===== src/rtl/level_ctrl_pkg.sv =====
// Shared definitions for the level step controller: level-mode encodings,
// the per-button repeat FSM state type and a counter-width helper.
package level_ctrl_pkg;

  // Behaviour at the ends of the level range.
  localparam int unsigned MODE_SATURATE = 0;
  localparam int unsigned MODE_WRAP     = 1;

  // Hold-to-repeat state per button.
  typedef enum logic [1:0] {
    RPT_IDLE   = 2'd0,
    RPT_HELD   = 2'd1,
    RPT_REPEAT = 2'd2
  } rpt_state_e;

  // Bits needed to hold 0..max_val; never less than one bit.
  function automatic int unsigned cnt_width(input int unsigned max_val);
    return (max_val < 1) ? 1 : $clog2(max_val + 1);
  endfunction

endpackage


===== src/rtl/level_debounce.sv =====
// One push-button input path: 2-FF synchroniser followed by a stable-count
// debouncer. o_sw follows the synchronised input only after it has differed
// from o_sw for DEBOUNCE_CNT consecutive cycles; any bounce restarts the
// count. o_rise pulses for one cycle together with a 0->1 change of o_sw.
module level_debounce
  import level_ctrl_pkg::*;
#(
  parameter int unsigned DEBOUNCE_CNT = 250000
) (
  input  logic clk,
  input  logic i_reset,
  input  logic i_sw,
  output logic o_sw,
  output logic o_rise
);

  localparam int unsigned CNT_W = cnt_width(DEBOUNCE_CNT);
  localparam logic [CNT_W-1:0] CNT_LAST = CNT_W'(DEBOUNCE_CNT - 1);

  logic             sync1_q, sync1_d;
  logic             sync2_q, sync2_d;
  logic             sw_q, sw_d;
  logic             rise_q, rise_d;
  logic [CNT_W-1:0] cnt_q, cnt_d;

  // Synchroniser shift and stable counter; counter stops at its terminal
  // count because the debounced value takes over and the difference ends.
  always_comb begin
    sync1_d = i_sw;
    sync2_d = sync1_q;
    sw_d    = sw_q;
    rise_d  = 1'b0;
    cnt_d   = '0;
    if (sync2_q != sw_q) begin
      if (cnt_q >= CNT_LAST) begin
        sw_d   = sync2_q;
        rise_d = sync2_q;
      end else begin
        cnt_d = cnt_q + 1'b1;
      end
    end
  end

  // All state clears to the released value on reset.
  always_ff @(posedge clk or negedge i_reset) begin
    if (!i_reset) begin
      sync1_q <= 1'b0;
      sync2_q <= 1'b0;
      sw_q    <= 1'b0;
      rise_q  <= 1'b0;
      cnt_q   <= '0;
    end else begin
      sync1_q <= sync1_d;
      sync2_q <= sync2_d;
      sw_q    <= sw_d;
      rise_q  <= rise_d;
      cnt_q   <= cnt_d;
    end
  end

  assign o_sw   = sw_q;
  assign o_rise = rise_q;

endmodule


===== src/rtl/level_ctrl.sv =====
// N-level step controller: two debounced buttons step a level register up or
// down, with saturate or wrap at the ends, registered min/max flags and a
// one-cycle change strobe. Defining AUTOREPEAT_EN adds hold-to-repeat: after
// HOLD_CNT cycles held a button steps again, then every REPEAT_CNT cycles.
module level_ctrl
  import level_ctrl_pkg::*;
#(
  parameter int unsigned NUM_LEVELS   = 4,
  parameter int unsigned LEVEL_W      = 2,
  parameter int unsigned RESET_LEVEL  = 0,
  parameter int unsigned DEBOUNCE_CNT = 250000,
  parameter int unsigned WRAP         = 0,
  parameter int unsigned HOLD_CNT     = 25000000,
  parameter int unsigned REPEAT_CNT   = 6250000
) (
  input  logic               clk,
  input  logic               i_reset,
  input  logic               i_up,
  input  logic               i_down,
  output logic [LEVEL_W-1:0] o_level,
  output logic               o_changed,
  output logic               o_at_min,
  output logic               o_at_max
);

  localparam logic [LEVEL_W-1:0] MAX_LVL = LEVEL_W'(NUM_LEVELS - 1);
  localparam logic [LEVEL_W-1:0] RST_LVL = LEVEL_W'(RESET_LEVEL);

  // Index 0 = up button, index 1 = down button.
  logic [1:0] btn_sw;
  logic [1:0] btn_rise;
  logic [1:0] step;

  level_debounce #(.DEBOUNCE_CNT(DEBOUNCE_CNT)) u_deb_up (
    .clk    (clk),
    .i_reset(i_reset),
    .i_sw   (i_up),
    .o_sw   (btn_sw[0]),
    .o_rise (btn_rise[0])
  );

  level_debounce #(.DEBOUNCE_CNT(DEBOUNCE_CNT)) u_deb_dn (
    .clk    (clk),
    .i_reset(i_reset),
    .i_sw   (i_down),
    .o_sw   (btn_sw[1]),
    .o_rise (btn_rise[1])
  );

`ifdef AUTOREPEAT_EN
  localparam int unsigned RPT_MAX = (HOLD_CNT > REPEAT_CNT) ? HOLD_CNT : REPEAT_CNT;
  localparam int unsigned RPT_W   = cnt_width(RPT_MAX);
  localparam logic [RPT_W-1:0] HOLD_LAST = RPT_W'(HOLD_CNT - 1);
  localparam logic [RPT_W-1:0] RPT_LAST  = RPT_W'(REPEAT_CNT - 1);

  rpt_state_e       st_q   [2];
  rpt_state_e       st_d   [2];
  logic [RPT_W-1:0] rcnt_q [2];
  logic [RPT_W-1:0] rcnt_d [2];

  // Repeat FSM state register, one per button.
  always_ff @(posedge clk or negedge i_reset) begin
    if (!i_reset) begin
      for (int b = 0; b < 2; b++) begin
        st_q[b]   <= RPT_IDLE;
        rcnt_q[b] <= '0;
      end
    end else begin
      for (int b = 0; b < 2; b++) begin
        st_q[b]   <= st_d[b];
        rcnt_q[b] <= rcnt_d[b];
      end
    end
  end

  // Next state: a debounced release returns to IDLE from anywhere.
  always_comb begin
    for (int b = 0; b < 2; b++) begin
      st_d[b]   = st_q[b];
      rcnt_d[b] = rcnt_q[b];
      case (st_q[b])
        RPT_IDLE: begin
          rcnt_d[b] = '0;
          if (btn_rise[b]) st_d[b] = RPT_HELD;
        end
        RPT_HELD: begin
          if (!btn_sw[b]) begin
            st_d[b]   = RPT_IDLE;
            rcnt_d[b] = '0;
          end else if (rcnt_q[b] >= HOLD_LAST) begin
            st_d[b]   = RPT_REPEAT;
            rcnt_d[b] = '0;
          end else begin
            rcnt_d[b] = rcnt_q[b] + 1'b1;
          end
        end
        RPT_REPEAT: begin
          if (!btn_sw[b]) begin
            st_d[b]   = RPT_IDLE;
            rcnt_d[b] = '0;
          end else if (rcnt_q[b] >= RPT_LAST) begin
            rcnt_d[b] = '0;
          end else begin
            rcnt_d[b] = rcnt_q[b] + 1'b1;
          end
        end
        default: begin
          st_d[b]   = RPT_IDLE;
          rcnt_d[b] = '0;
        end
      endcase
    end
  end

  // Step outputs: on press, at end of hold, and at each repeat interval.
  always_comb begin
    for (int b = 0; b < 2; b++) begin
      step[b] = 1'b0;
      case (st_q[b])
        RPT_IDLE:   step[b] = btn_rise[b];
        RPT_HELD:   step[b] = btn_sw[b] && (rcnt_q[b] >= HOLD_LAST);
        RPT_REPEAT: step[b] = btn_sw[b] && (rcnt_q[b] >= RPT_LAST);
        default:    step[b] = 1'b0;
      endcase
    end
  end
`else
  // One step per debounced press; the held level and repeat timing are not used.
  assign step = btn_rise;

  logic unused_cfg;
  assign unused_cfg = ^{btn_sw, 32'(HOLD_CNT), 32'(REPEAT_CNT)};
`endif

  logic [LEVEL_W-1:0] level_q, level_d;
  logic               changed_q, changed_d;
  logic               at_min_q, at_min_d;
  logic               at_max_q, at_max_d;
  logic               up_ev, dn_ev;

  // Step arithmetic; coincident up and down steps cancel.
  always_comb begin
    up_ev   = step[0] & ~step[1];
    dn_ev   = step[1] & ~step[0];
    level_d = level_q;
    if (up_ev) begin
      if (level_q >= MAX_LVL) level_d = (WRAP == MODE_WRAP) ? '0 : MAX_LVL;
      else                    level_d = level_q + 1'b1;
    end else if (dn_ev) begin
      if (level_q == '0) level_d = (WRAP == MODE_WRAP) ? MAX_LVL : '0;
      else               level_d = level_q - 1'b1;
    end
    changed_d = (level_d != level_q);
    at_min_d  = (level_d == '0);
    at_max_d  = (level_d == MAX_LVL);
  end

  // Level, strobe and flags are registered together so they always agree.
  always_ff @(posedge clk or negedge i_reset) begin
    if (!i_reset) begin
      level_q   <= RST_LVL;
      changed_q <= 1'b0;
      at_min_q  <= (RST_LVL == '0);
      at_max_q  <= (RST_LVL == MAX_LVL);
    end else begin
      level_q   <= level_d;
      changed_q <= changed_d;
      at_min_q  <= at_min_d;
      at_max_q  <= at_max_d;
    end
  end

  assign o_level   = level_q;
  assign o_changed = changed_q;
  assign o_at_min  = at_min_q;
  assign o_at_max  = at_max_q;

endmodule


===== config.mk =====
export PLATFORM = sky130hd
export DESIGN_NAME = level_ctrl
export DESIGN_NICKNAME = d
export VERILOG_FILES = /design/src/rtl/level_ctrl_pkg.sv /design/src/rtl/level_debounce.sv /design/src/rtl/level_ctrl.sv
export SDC_FILE = /design/constraint.sdc
export NUM_CORES = 1
export LEC_CHECK = 0
export BUFFER_PORTS_ARGS = -buffer_cell sky130_fd_sc_hd__buf_2
export CORE_ASPECT_RATIO = 1.1
export CORE_UTILIZATION = 30
export CTS_CLUSTER_SIZE = 14
export DETAILED_ROUTE_END_ITERATION = 8
export GPL_ROUTABILITY_DRIVEN = 0
export PLACE_DENSITY = 0.53
export SLEW_MARGIN = 10
export SYNTH_ARGS = -nofsm -noshare
export SYNTH_HDL_FRONTEND = slang
export SYNTH_SLANG_ARGS = --single-unit

===== constraint.sdc =====
create_clock -name clk -period 3.2 [get_ports clk]
set_clock_uncertainty 0.15 [all_clocks]
set_input_delay 0.32 -clock clk [delete_from_list [all_inputs] [get_ports clk]]
set_output_delay 0.32 -clock clk [all_outputs]
set_load 0.01 [all_outputs]

Word-level counts from Yosys, hierarchy flattened --
Index checks and enable logic that the tools add are counted.
Word-level totals: bits of input ports 4, output and inout bits 5, bits in registers 49
Operators by class: mux-type cells 12, reduce and logical (&&, ||, !) cells 4, order comparisons 3, add/subtract/negate cells 4, bitwise logic cells 4, equal/unequal tests 4
Operators with widths (number):
- $mux W18 | 4
- $add A18 B1 Y18 const B | 2
- $ge A18 B18 Y1 const B | 2
- $mux W2 | 4
- $logic_not A2 Y1 | 2
- $mux W1 | 4
- $reduce_and A2 Y1 | 2
- $add A2 B1 Y2 const B | 1
- $and A1 B1 Y1 | 2
- $eq A2 B2 Y1 const B | 1
- $ge A2 B2 Y1 const B | 1
- $ne A1 B1 Y1 | 2
- $ne A2 B2 Y1 | 1
- $not A1 Y1 | 2
- $sub A2 B1 Y2 const B | 1

Logic depth before layout (Yosys ltp) --
depth in word-level cells 5, gate-level depth with buffers 6, depth with buffers taken out 5

By module --
From an unflattened synthesis, not the netlist that was laid out.
Second synthesis, totals: cells, all modules 226, area, all modules 2431.1 µm²
Modules (own cells, without submodules):
- level_debounce | times used 2, cells each 102, seq. area each 550.5 µm², area each 1104.8 µm²
- level_ctrl | times used 1, cells each 22, seq. area each 126.4 µm², area each 221.5 µm²

Worst setup path before layout --
No wires, ideal clock.
path kind reg2reg, start point register u_deb_dn.cnt_q[0], end point register u_deb_dn.cnt_q[4], arrival 1774 ps, path buffers 1, path slack 1189 ps, cell stages (with the launch flop) 7, required time 2963 ps, cells stage by stage dfrtp_1 ha_1 and3_1 o41ai_1 a31oi_2 buf_6 nor3_1
On the way: cells in the longest elaborated chain, start to end 3, elaborated cells on any way between the ends 4
RTL lines:
- start, declared | RTL line level_debounce.sv:24 | logic [CNT_W-1:0] cnt_q, cnt_d;
- start signal, assigned | RTL line level_debounce.sv:57 | cnt_q <= cnt_d;
- $add A18 B1 Y18 / $ge A18 B18 Y1 (equally long branches) | RTL line level_debounce.sv:39, level_debounce.sv:35
- $mux W18 * | RTL line level_debounce.sv:35 | if (cnt_q >= CNT_LAST) begin
- $mux W18 * | RTL line level_debounce.sv:34 | if (sync2_q != sw_q) begin
- via u_deb_dn.cnt_d[4] | RTL line level_debounce.sv:24
Mark *: on every way through the listed nets, which the timed path passes. The rest lies on a longest branch. A chain may end at the register's enable or synchronous reset.

Final worst setup path --
start point register u_deb_dn.cnt_q[0], end point register u_deb_dn.cnt_q[17]
The elaborated chain is that of the path after synthesis.

==> impl_summary.md <==
Clocking
The buffers inserted during post-CTS setup optimization is 0. The TritonCTS clock tree is done. The buffer depth of the longest clock path is 2. The buffer type at the clock tree root is sky130_fd_sc_hd__clkbuf_8. Clock-pin slew was measured on the worst setup and hold paths at 0.09 ns.

The number of CTS-inserted buffers is 5. Clock latency on the worst-skew pair, taken at its later pin, is ~0.30 ns. The tree built by TritonCTS fans out to slightly below 50 sinks. The count of H-tree levels built during CTS is 2.

Logic synthesis
sky130_fd_sc_hd__dfrtp_1 takes more of the synthesized area than any other cell. The synthesized flop and latch total is 49. For this run, asynchronously set or reset flops after synthesis account for 1.00. By count the netlist is led by sky130_fd_sc_hd__dfrtp_1, sky130_fd_sc_hd__nor2_1, sky130_fd_sc_hd__nor3_1, sky130_fd_sc_hd__xor2_1, sky130_fd_sc_hd__nand2_1.

The number of flops mapped to enable cells by yosys is 0. The average instance area after synthesis is 10.4 um2. Yosys attributes the largest share of cell area to sky130_fd_sc_hd__dfrtp_1, sky130_fd_sc_hd__xor2_1, sky130_fd_sc_hd__xnor2_1. The share of the Yosys chip area taken by registers is 0.534. The post-synth net total is 226. The gate count of the mapped netlist is 220.

The dominant synthesized flop cell is sky130_fd_sc_hd__dfrtp_1. The fraction of post-synthesis cell area in the top cell type by area is 0.523. The number of different library cells used by synthesis comes to 38. The count of yosys warnings during synthesis is 0. The cell area that synthesis handed to floorplanning was around 2300 um2. In the post-synthesis netlist, the cell with the most instances is sky130_fd_sc_hd__dfrtp_1.

Timing
The total of endpoints with negative setup slack in the final report is 0. Headroom to the max-slew limit came out at 0.381. The final critical-path share of the clock period is 0.728. The hold violation total from the final report is 0. Based on the critical path, the design can be clocked at up to approximately 430 MHz. The actual transition at the worst max-transition pin is 0.926 ns. The post-layout worst setup margin is ~0.87 ns. The final count of pins violating max slew is 0.

Setup repair after global routing left no endpoint under its margin. The time the final worst path needs with I/O delays and setup is about 2.3 ns. The aggregate negative setup slack is 0 ns. On the final layout, the worst hold slack is 0.205 ns.

Pwr
The worst IR drop on VDD is 0.000239 V. The power density over the cells is 434 nW/um2. The leakage power summed over all cells is 1.10 nW.

Die
The initial utilization of the core area, before any placement, comes to 0.309. 9 I/O pins were placed. In this run the standard cell core region covers 7430 um2. In this run the vertical extent of the chip is 93.8 um.

The area enclosed by the die boundary is between 8000 and 9000 um2. Measured along the x axis, the die boundary spans 85.4 um. The number of cell rows is 33.

Critical path
Data on the critical path is required at its endpoint by 3.25 ns. The launching element type of the critical path is a register. The kind of end point of the critical path is a register.

The arrival time reported for the critical path endpoint is roughly 2.4 ns. The classification of the worst setup path is register to register. Along the worst path, the maximum fanout reaches 19.

Drt
The count of routing violations after the opening detailed-route iteration is 46. After detailed routing, the number of vias per cell comes to 4.98. The via count is 1,618. In the routed design, unresolved DRC markers number 0. The first detailed-routing pass took 4 iterations. The average wire per cell in the routed design is 12.9 um. The final layout contains routed wiring with a total length of roughly 4.2 mm. In this run the remaining antenna-violating nets after routing total 0.

Final layout
The layout overhead on the synthesized area is 13.2%. The count of inserted antenna diode cells is 0. The number of nets in the finished design is 243.

Counting the fill cells in the layout gives 745. The ratio of cells with drive above 1 in the final layout is 0.0966.

Run status
The flow ran to the end, and the final reports show no timing, DRC or antenna violations.

Place
Before CTS, the worst setup slack after placement is 0.862 ns. The detailed-placement wirelength estimate is 2.79 mm. The number of port buffers is 8.

Global route
The global-route congestion overflow total is 0. The number of global-route vias before repair is 1,643. The global-route wire length before repair is approximately 7.3 mm.

Entering global routing, the biggest net connects 50 pins. In the global route stage, overall resource usage came out at 0.116. The initial antenna violation count is 0.

Flow run
Max-cap violations in this run came to 0.

Worst hold path
The tightest min-delay check is of the register to register type.
-- logic make-up (layout without fill, tap and decap cells) --
family,after synthesis,in the layout,share of synthesized area
simple gates,100,100,0.237
compound gates,30,30,0.0882
fa+ha+maj,2,2,0.0109
buf+inv,11,29,0.0218
flops,49,49,0.534
xor+xnor,27,27,0.103
mux,1,1,0.00490
-- worst paths after layout --
check / start / end / slack, ns / cells after the start
worst max register to register: u_deb_dn.cnt_q[0] / u_deb_dn.cnt_q[17] / 0.87 / 5
worst max-delay path: u_deb_dn.cnt_q[0] / u_deb_dn.cnt_q[17] / 0.87 / 5
min in group asynchronous: i_reset / u_deb_up.cnt_q[13] / 0.37 / 2
worst min register to register: u_deb_dn.sync1_q / u_deb_dn.sync2_q / 0.20 / 0
max in group asynchronous: i_reset / u_deb_up.sync2_q / 2.00 / 3
worst min-delay path: u_deb_dn.sync1_q / u_deb_dn.sync2_q / 0.20 / 0
-- layout by cell type (no fill, tap or decap), drive strengths merged --
cell         synthesis  layout
and3b                1       1
o211a                1       1
nor3b                1       1
o21ai               12      12
a211oi               6       6
o2111ai              1       1
nor3                15      15
dfstp                1       1
xor2                15      15
clkbuf               1       7
a31oi                1       1
dlygate4sd3          0       3
o41ai                1       1
a21oi                4       4
inv                  8       8
nand2               13      13
mux2                 1       1
bufinv               0       1
buf                  2      10
nor2                21      21
dfrtp               48      48
o211ai               1       1
or3                  6       6
nand3                9       9
nor4                 5       5
o31ai                1       1
and4                 8       8
o21a                 1       1
xnor2               12      12
nand4               12      12
nor2b                1       1
and3                 2       2
nand2b               2       2
and2                 2       2
ha                   2       2
a311o                1       1
or4                  2       2
-- per-layer routing --
layer  track usage  vias up  part of all wire
met5             0        -                 0
met3        0.0255        5             0.020
li1              -      829                 -
met1         0.146      773              0.51
met2         0.192       11              0.46
met4        0.0444        0             0.014
-- through the flow --
stage | total power [W] | cell area (um2) | util | cells
after global placement | 0.000686 | 2430 | 0.327 | 313
after CTS | 0.00114 | 2570 | 0.346 | 323
final | 0.00113 | 2600 | 0.350 | 325
after global routing | 0.00118 | 2600 | 0.350 | 325
after floorplan | 0.000665 | 2300 | - | 220
after detailed placement | 0.000687 | 2430 | 0.327 | 313
-- where the power goes --
| group | switching [W] | internal, W |
|---|---|---|
| sequential | 0.00000796 | 0.000627 |
| combinational | 0.0000281 | 0.0000151 |
| clock | 0.000196 | 0.000255 |
-- critical path, cell delays in order, from the launching register on --
cell                       delay [ns]
sky130_fd_sc_hd__dfrtp_1         0.42
sky130_fd_sc_hd__ha_1            0.25
sky130_fd_sc_hd__and3_1          0.22
sky130_fd_sc_hd__o41ai_1         0.38
sky130_fd_sc_hd__a31oi_2         0.46
sky130_fd_sc_hd__a211oi_1        0.36
-- state kept, by name (all words and copies together) (netlist names) --
| signal | count |
|---|---|
| u_deb_dn.cnt_q | 18 |
| u_deb_up.cnt_q | 18 |
| o_level | 2 |
| o_at_max | 1 |
| o_at_min | 1 |
| o_changed | 1 |
| u_deb_dn.o_rise | 1 |
| u_deb_dn.o_sw | 1 |
| u_deb_dn.sync1_q | 1 |
| u_deb_dn.sync2_q | 1 |
| u_deb_up.o_rise | 1 |
| u_deb_up.o_sw | 1 |
| u_deb_up.sync1_q | 1 |
| u_deb_up.sync2_q | 1 |
-- repair_timing --
item / in CTS / in global routing
resized for setup: 0 / 0
hold endpoints to repair: 2 / 20
hold buffers: 2 / 1
-- final cells by class --
cell class | instances | area (um2) | share of cell area
inverters | 8 | 30.0 | 0.0115
clock inverters | 1 | 30.0 | 0.0115
repair buffers | 13 | 97.6 | 0.0375
well taps | 87 | 109 | 0.0419
clock buffers | 7 | 86.3 | 0.0332
flip-flops and latches | 49 | 1230 | 0.472
multi-input cells | 160 | 1020 | 0.392
Power figures use the tool's default switching activity.
